<file path="src/rtl/lru_assoc_cache.sv">
// Fully associative tag/value cache, recency-ordered array (entry 0 = MRU),
// with a one-cycle response and a backpressured dirty-victim eviction port.
module lru_assoc_cache #(
    parameter int TAG_WIDTH   = 8,
    parameter int VALUE_WIDTH = 32,
    parameter int NUM_ENTRIES = 8,
    localparam int CW = $clog2(NUM_ENTRIES + 1)
) (
    input  logic                   clk,
    input  logic                   rst,
    input  logic                   req_valid,
    output logic                   req_ready,
    input  logic [1:0]             req_op,
    input  logic [TAG_WIDTH-1:0]   req_tag,
    input  logic [VALUE_WIDTH-1:0] req_value,
    output logic                   resp_valid,
    output logic                   resp_hit,
    output logic [VALUE_WIDTH-1:0] resp_value,
    output logic                   evict_valid,
    input  logic                   evict_ready,
    output logic [TAG_WIDTH-1:0]   evict_tag,
    output logic [VALUE_WIDTH-1:0] evict_value,
    output logic [CW-1:0]          occupancy
);
    localparam int IW = $clog2(NUM_ENTRIES);
    localparam logic [1:0] OP_WRITE = 2'b01, OP_FILL = 2'b10, OP_INV = 2'b11;

    typedef struct packed {
        logic [TAG_WIDTH-1:0]   tag;
        logic [VALUE_WIDTH-1:0] value;
        logic                   vld;
        logic                   dirty;
    } entry_t;

    typedef enum logic {IDLE, EVICT} state_t;

    entry_t                 ent_q [NUM_ENTRIES];
    entry_t                 ent_d [NUM_ENTRIES];
    entry_t                 hit_ent, new_ent, victim;
    logic [NUM_ENTRIES-1:0] hit_vec;
    logic [IW-1:0]          hit_idx;
    logic                   hit, accept, do_promote, do_insert, do_inv, victim_vld;
    logic [CW-1:0]          occ_d;
    state_t                 state_q, state_d;

    assign req_ready   = (state_q == IDLE);
    assign evict_valid = (state_q == EVICT);
    assign accept      = req_valid & req_ready;

    always_comb begin
        hit_vec = '0;
        hit_idx = '0;
        for (int i = 0; i < NUM_ENTRIES; i++) begin
            hit_vec[i] = ent_q[i].vld && (ent_q[i].tag == req_tag);
            if (hit_vec[i]) hit_idx = IW'(i);
        end
    end

    assign hit        = |hit_vec;
    assign hit_ent    = ent_q[hit_idx];
    assign do_promote = accept & hit & (req_op != OP_INV);
    assign do_insert  = accept & ~hit & ((req_op == OP_WRITE) | (req_op == OP_FILL));
    assign do_inv     = accept & hit & (req_op == OP_INV);

    // Victim is the removed entry on invalidate, otherwise whatever falls off the LRU end.
    assign victim     = do_inv ? hit_ent : ent_q[NUM_ENTRIES-1];
    assign victim_vld = (do_inv | do_insert) & victim.vld & victim.dirty;

    always_comb begin
        new_ent = hit_ent;
        if (!hit) begin
            new_ent.tag   = req_tag;
            new_ent.value = req_value;
            new_ent.vld   = 1'b1;
            new_ent.dirty = (req_op == OP_WRITE);
        end else if (req_op == OP_WRITE) begin
            new_ent.value = req_value;
            new_ent.dirty = 1'b1;
        end
    end

    always_comb begin
        for (int i = 0; i < NUM_ENTRIES; i++) ent_d[i] = ent_q[i];
        if (do_promote || do_insert) begin
            ent_d[0] = new_ent;
            for (int i = 1; i < NUM_ENTRIES; i++)
                if (do_insert || i <= int'(hit_idx)) ent_d[i] = ent_q[i-1];
        end else if (do_inv) begin
            for (int i = 0; i < NUM_ENTRIES - 1; i++)
                if (i >= int'(hit_idx)) ent_d[i] = ent_q[i+1];
            ent_d[NUM_ENTRIES-1] = '0;
        end
    end

    always_comb begin
        occ_d = occupancy;
        if (do_insert && !ent_q[NUM_ENTRIES-1].vld) occ_d = occupancy + CW'(1);
        else if (do_inv)                            occ_d = occupancy - CW'(1);
    end

    always_comb begin
        state_d = state_q;
        case (state_q)
            IDLE:    if (accept && victim_vld) state_d = EVICT;
            EVICT:   if (evict_ready)          state_d = IDLE;
            default: state_d = IDLE;
        endcase
    end

    always_ff @(posedge clk or negedge rst) begin
        if (!rst) begin
            for (int i = 0; i < NUM_ENTRIES; i++) ent_q[i] <= '0;
            state_q     <= IDLE;
            occupancy   <= '0;
            resp_valid  <= 1'b0;
            resp_hit    <= 1'b0;
            resp_value  <= '0;
            evict_tag   <= '0;
            evict_value <= '0;
        end else begin
            for (int i = 0; i < NUM_ENTRIES; i++) ent_q[i] <= ent_d[i];
            state_q    <= state_d;
            occupancy  <= occ_d;
            resp_valid <= accept;
            if (accept) begin
                resp_hit   <= hit;
                resp_value <= hit ? hit_ent.value : '0;
            end
            if (accept && victim_vld) begin
                evict_tag   <= victim.tag;
                evict_value <= victim.value;
            end
        end
    end
endmodule

</file>
<file path="config.mk">
export PLATFORM = sky130hd
export DESIGN_NAME = lru_assoc_cache
export DESIGN_NICKNAME = d
export VERILOG_FILES = /design/src/rtl/lru_assoc_cache.sv
export SDC_FILE = /design/constraint.sdc
export NUM_CORES = 1
export LEC_CHECK = 0
export CAP_MARGIN = 25
export CORE_MARGIN = 2
export CORE_UTILIZATION = 60
export DETAILED_ROUTE_END_ITERATION = 10
export PLACE_DENSITY_LB_ADDON = 0.05
export SYNTH_ARGS = -nofsm -noshare
export SYNTH_HDL_FRONTEND = slang
export SYNTH_SLANG_ARGS = --single-unit
</file>
<file path="constraint.sdc">
create_clock -name clk -period 3.96 [get_ports clk]
set_input_delay 0.396 -clock clk [delete_from_list [all_inputs] [get_ports clk]]
set_output_delay 0.396 -clock clk [all_outputs]
set_load 0.02 [all_outputs]
</file>
### After elaboration in Yosys (flattened, before gate mapping)

Cells that the tools add are included.

| word-level totals | value |
|---|---|
| flip-flop bits (word level) | 415 |
| input bits | 46 |
| output and inout bits | 80 |
| logic and storage cells | 164 |

| operators by class | value |
|---|---|
| add/sub/neg operators | 2 |
| magnitude comparators | 15 |
| equal/unequal tests | 19 |
| muxes and demuxes | 39 |
| bitwise logic cells | 13 |
| reduce and logical (&&, ||, !) cells | 37 |

Operators by type and width:

| operator | count |
|---|---|
| 42-bit two-way mux | 17 |
| 336-bit two-way mux | 2 |
| 42-bit binary-select mux with 3-bit select | 1 |
| 32-bit two-way mux | 3 |
| 8-bit equality test | 8 |
| 3-bit AND reduction | 6 |
| 2-bit nonzero test | 9 |
| 2-bit by 1-bit inequality test with 1-bit output, second input constant | 7 |
| 3-bit less-or-equal comparator, first input constant | 4 |
| 3-bit two-way mux | 4 |
| 1-bit logical AND | 10 |
| 3-bit >= comparator, first input constant | 3 |
| 1-bit bitwise AND | 8 |
| 1-bit logical OR | 8 |
| 4-bit two-way mux | 2 |
| 8-bit two-way mux | 1 |
| 8-bit OR reduction | 1 |
| 1-bit by 3-bit >= comparator with 1-bit output, first input constant | 2 |
| 2-bit by 3-bit >= comparator with 1-bit output, first input constant | 2 |
| 2-bit by 3-bit less-or-equal comparator with 1-bit output, first input constant | 2 |
| 1-bit two-way mux | 6 |
| 4-bit by 1-bit adder with 4-bit output, second input constant | 1 |
| 2-bit equality test, second input constant | 2 |
| 4-bit >= comparator, second input constant | 1 |
| 11 further kinds | 15 |

### Depth between registers and ports, before layout

| logic depth | value |
|---|---|
| word-level depth | 19 |
| depth in mapped cells | 15 |

### Least setup slack after synthesis

No wires, ideal clock.

| timing path | value |
|---|---|
| path kind | input -> register |
| start point | input port req_tag[3] |
| end point | register evict_value[20] |
| setup time | 0.125 ns |
| data arrival time | 3.148 ns |
| required time | 3.835 ns |
| path slack | 0.688 ns |
| stages on the path | 13 |
| path buffers | 4 |
| cell sequence | buf_2 xnor2_1 nand4_1 or3_1 clkbuf_1 o21a_1 buf_6 a21oi_4 buf_6 mux2_1 a211o_1 mux2_2 mux2_2 |

| between the ends | value |
|---|---|
| word-level cells in the longest chain between the ends | 17 |
| elaborated cells between the ends (all ways) | 38 |

Ends and longest elaborated chain:

| what | line | RTL |
|---|---|---|
| from (decl) | 14 | `input logic [TAG_WIDTH-1:0] req_tag,` |
| 8-bit equality test | 54 | `hit_vec[i] = ent_q[i].vld && (ent_q[i].tag == req_tag);` |
| 1-bit logical AND | 54 |  |
| 1-bit two-way mux | 55 | `if (hit_vec[i]) hit_idx = IW'(i);` |
| 2-bit two-way mux (2 in a row) | 55 |  |
| 3-bit two-way mux (4 in a row) | 55 |  |
| 3-bit inverter with 4-bit output (implied by the code) | 60 | `assign hit_ent = ent_q[hit_idx];` |
| 42-bit binary-select mux with 3-bit select | 60 |  |
| 42-bit two-way mux (implied by the code) (2 in a row) | 60 |  |
| 42-bit two-way mux | 66 | `assign victim = do_inv ? hit_ent : ent_q[NUM_ENTRIES-1];` |
| 1-bit bitwise AND (2 in a row) | 67 | `assign victim_vld = (do_inv \| do_insert) & victim.vld & victim.dirty;` |
| 1-bit logical AND | 129 | `if (accept && victim_vld) begin` |
| to (signal assigned) | 131 | `evict_value <= victim.value;` |
| to (decl) | 22 | `output logic [VALUE_WIDTH-1:0] evict_value,` |

Several ways; a longest one is shown, not always the timed one. The select of a mux whose other input is x is not followed.
A chain may end at the register's enable or synchronous reset.

### Worst setup path after layout

| timing path | value |
|---|---|
| start point | register ent_q[247] (netlist name) |
| end point | register ent_q[217] (netlist name) |

| between the ends | value |
|---|---|
| word-level cells in the longest chain between the ends | 12 |
| elaborated cells between the ends (all ways) | 24 |

Ends and longest elaborated chain:

| what | line | RTL |
|---|---|---|
| 8-bit equality test (*) | 54 |  |
| 1-bit logical AND (*) | 54 |  |
| 2-bit two-way mux (2 in a row) | 55 |  |
| 3-bit two-way mux (4 in a row) | 55 |  |
| 2-bit by 3-bit less-or-equal comparator with 1-bit output | 87 | `if (do_insert \|\| i <= int'(hit_idx)) ent_d[i] = ent_q[i-1];` |
| 1-bit logical OR | 87 |  |
| 2-bit by 1-bit inequality test with 1-bit output (no line) | n/a |  |
| 3-bit AND reduction (no line) | n/a |  |

Mark *: on every way between the ends. The rest lies on a longest branch, timed or not.

==> metrics.txt <==
outcome=completed; RSZ-0062 raised after global routing=no; fin crit share=0.922; Layout area overhead=19.1%; post-synthesis cell area=22000 µm²; Cells after Synth=approximately 2300; Max Root-Sink Buffers=3; ys async rst share=1.00; gr usage total=0.360; Final setup viols=0; CTS tree=yes; CTS clock-pin slew for the worst setup and hold paths=0.06 ns; CTS sink cnt=415; syn nets=2369; Final Wtd Congestion=0.942; Least-Margin Pin Slew=0.974 ns; Slew HR=0.345; Vias=about 19000; Port Buffers=roughly 130; max_cap viols=0; Via density=6.40; top_reg_cell synth=dfrtp_1; detailed-router iteration count before antenna repair=5; Slew Limit Fails=0; synth unique cells=60; n_diodes=0; layout net count=about 2500; root buffer cell=clkbuf_16; die area=about 38000 µm²; Crit Path Max Fanout=26; Clock Latency Late Sink=0.60 ns; hold slack=approximately 0.38 ns; CP Class=reg -> reg; DRC violations left=0; WP data arrival=4.10 ns; Initial Util=0.604; Post-Route WL=67.7 mm; P_leak=12.2 nW; Peak VDD IR=between 0.4 and 0.5 mV; worst min path class=in -> reg; P_int=between 10 and 15 mW; Crit. End Element=flip-flop; setup slack at placement=-0.00714 ns; DP Cell Count=2855; syn_area_per_cell=~9.5 µm²; total CTS buffers=45; EDFF count, synth=0; Non-Filler Instances=roughly 3000; FMAX=274 MHz; Clock Skews=0.0233 ns; power density over the cells=589 nW/µm²; final critical-path setup slack=0.307 ns; DP HPWL=41.5 mm; GRT Residual Overflow=0; synthesis-stage register bit count=around 420; die height=195 µm; WL/cell=23.0 µm; Tmin final=approximately 3.7 ns; Placeable Area=around 36000 µm²; Net Sw Power=5.34 mW; pin count of the biggest net entering global routing=between 100 and 150; Fin. Hold Viols=0; # rows=70; Overall Power=roughly 15 mW; first-pass GRT wire length=107 mm; initial detailed-routing violation count=1705; Req. time, crit path=4.41 ns; initial antenna violation count=0; Clock Power Share=0.298; Gate power share=0.256; Post-CTS Setup Inserts=0; die width=195 µm; vias in the first global route=18700; Worst Setup Start Kind=flip-flop; Net Sw Frac=0.347; fraction of layout cells with a size suffix above 1=0.121; CTS H-tree depth=2; Synthesis Warnings=0; Routed Antenna Nets=0; Seq pwr share=0.446; IO Count=around 130; sequential fraction of the synthesis area=0.473
==> placed cells by master, fill, tap and decap left out, types with 5 or more instances in the layout <==
cell,n
mux2_1,24
a31oi_1,84
a21oi_1,120
mux2_2,46
nand3_1,49
or3_1,6
buf_12,34
o21ai_0,137
nand2_1,385
o221ai_1,28
dfrtp_1,415
clkbuf_8,8
o21ai_1,56
o2111ai_1,8
clkinv_2,9
inv_1,11
o22ai_1,49
a221o_1,8
a211oi_1,33
a211o_1,6
mux2i_1,224
clkdlybuf4s50_1,124
bufinv_16,8
nand4_1,10
a22o_1,74
buf_4,107
nor2_1,190
clkbuf_1,9
nor3_1,18
a221oi_1,5
xnor2_1,61
o31ai_1,8
clkbuf_16,45
==> per-layer routing <==
metal | share of wire | GRT usage
met1 | 0.41 | 0.489
met2 | 0.47 | 0.587
met3 | 0.083 | 0.0594
met4 | 0.034 | 0.132
met5 | 0 | 0
==> worst max-delay path: stages (launching register included) <==
cell and delay [ns]:
dfrtp_1 0.45, xnor2_1 0.42, nand4_1 0.14, or3_1 0.44
a211oi_2 0.50, o21ai_1 0.26, a2111oi_0 0.56, buf_4 0.21
o22ai_4 0.07, buf_4 0.28, nand2_1 0.10, o21ai_1 0.07
==> cell type report <==
cell class / count / area [µm²]
Tap cell: 468 / 586
Timing Repair Buffer: 267 / 2750
Multi-Input combinational cell: 1695 / 10800
Clock buffer: 62 / 1270
Inverter: 11 / 41.3
Clock inverter: 22 / 344
Sequential cell: 415 / 10400
Fill cell: 2751 / 10200
==> power groups by stage <==
| stage | Combinational, mW | Clock, mW | Sequential [mW] |
|---|---|---|---|
| floorplan | 2.69 | 0 | 6.52 |
| global placement | 3.74 | 0 | 6.85 |
| detailed placement | 3.90 | 0 | 6.89 |
| CTS | 3.93 | 4.64 | 6.84 |
| global route | 4.41 | 4.80 | 7.08 |
| finish | 3.94 | 4.59 | 6.88 |
==> through the flow <==
step                cell area (µm²)   util  setup TNS [ns]
detailed placement            24500  0.675        -0.00936
global route                  26200  0.720               0
finish                        26200  0.720               0
CTS                           26200  0.720               0
global placement              24500  0.675               0
floorplan                     22000      -               0
==> logic make-up after synthesis <==
family                   synth area share
AND/OR/NAND/NOR                     0.129
AO/OA/AOI/OAI                       0.187
flip-flops                          0.473
multiplexers                        0.138
buffers and inverters              0.0429
XOR/XNOR                           0.0277
adder cells (fa/ha/maj)           0.00319
==> Yosys cell counts, drive strengths merged, types with 3 or more instances <==
cell     count  share of area
xor2         3         0.0012
a21o         5         0.0017
a221o        9         0.0041
o21ai      195          0.044
nor2       192          0.033
nor3        21         0.0052
o2111ai      8         0.0032
buf         89          0.023
ha           4         0.0023
a221oi       5         0.0020
mux2i      224           0.10
nor4         4         0.0031
a21oi      124          0.029
o31ai        8         0.0027
clkbuf     108          0.018
xnor2       64          0.027
and2         4         0.0011
a211o        6         0.0024
o211ai       3         0.0010
inv         11         0.0019
o2bb2ai      5         0.0020
nand3       49          0.011
a211oi      34          0.012
dfrtp      415           0.47
mux2        70          0.036
nand2      388          0.067
o22ai       50          0.014
nand4       11         0.0034
or3          6         0.0017
a22o        74          0.030
a31oi       84          0.024
o221ai      28          0.011
==> state kept, by name, indices dropped and copies added (netlist names) <==
register / flops
resp_value: 32
resp_hit: 1
ent_q: 336
evict_tag: 8
evict_valid: 1
resp_valid: 1
occupancy: 4
evict_value: 32
==> what timing repair did <==
action	4_1_cts	5_1_grt
hold endpoints to repair	92	0
gates resized for setup	0	0
hold buffers	1	0
==> worst paths after layout <==
kind,end,depth (start not counted),slack [ns],from
min in group asynchronous,evict_tag[3],2,0.46,rst
min,evict_valid,2,0.38,evict_ready
min reg2reg,occupancy[3],1,0.46,occupancy[3]
max in group asynchronous,ent_q[12],3,2.49,rst
max,ent_q[217],11,0.31,ent_q[247]
max reg2reg,ent_q[217],11,0.31,ent_q[247]
Note: power is estimated with default switching activity, not from simulation.
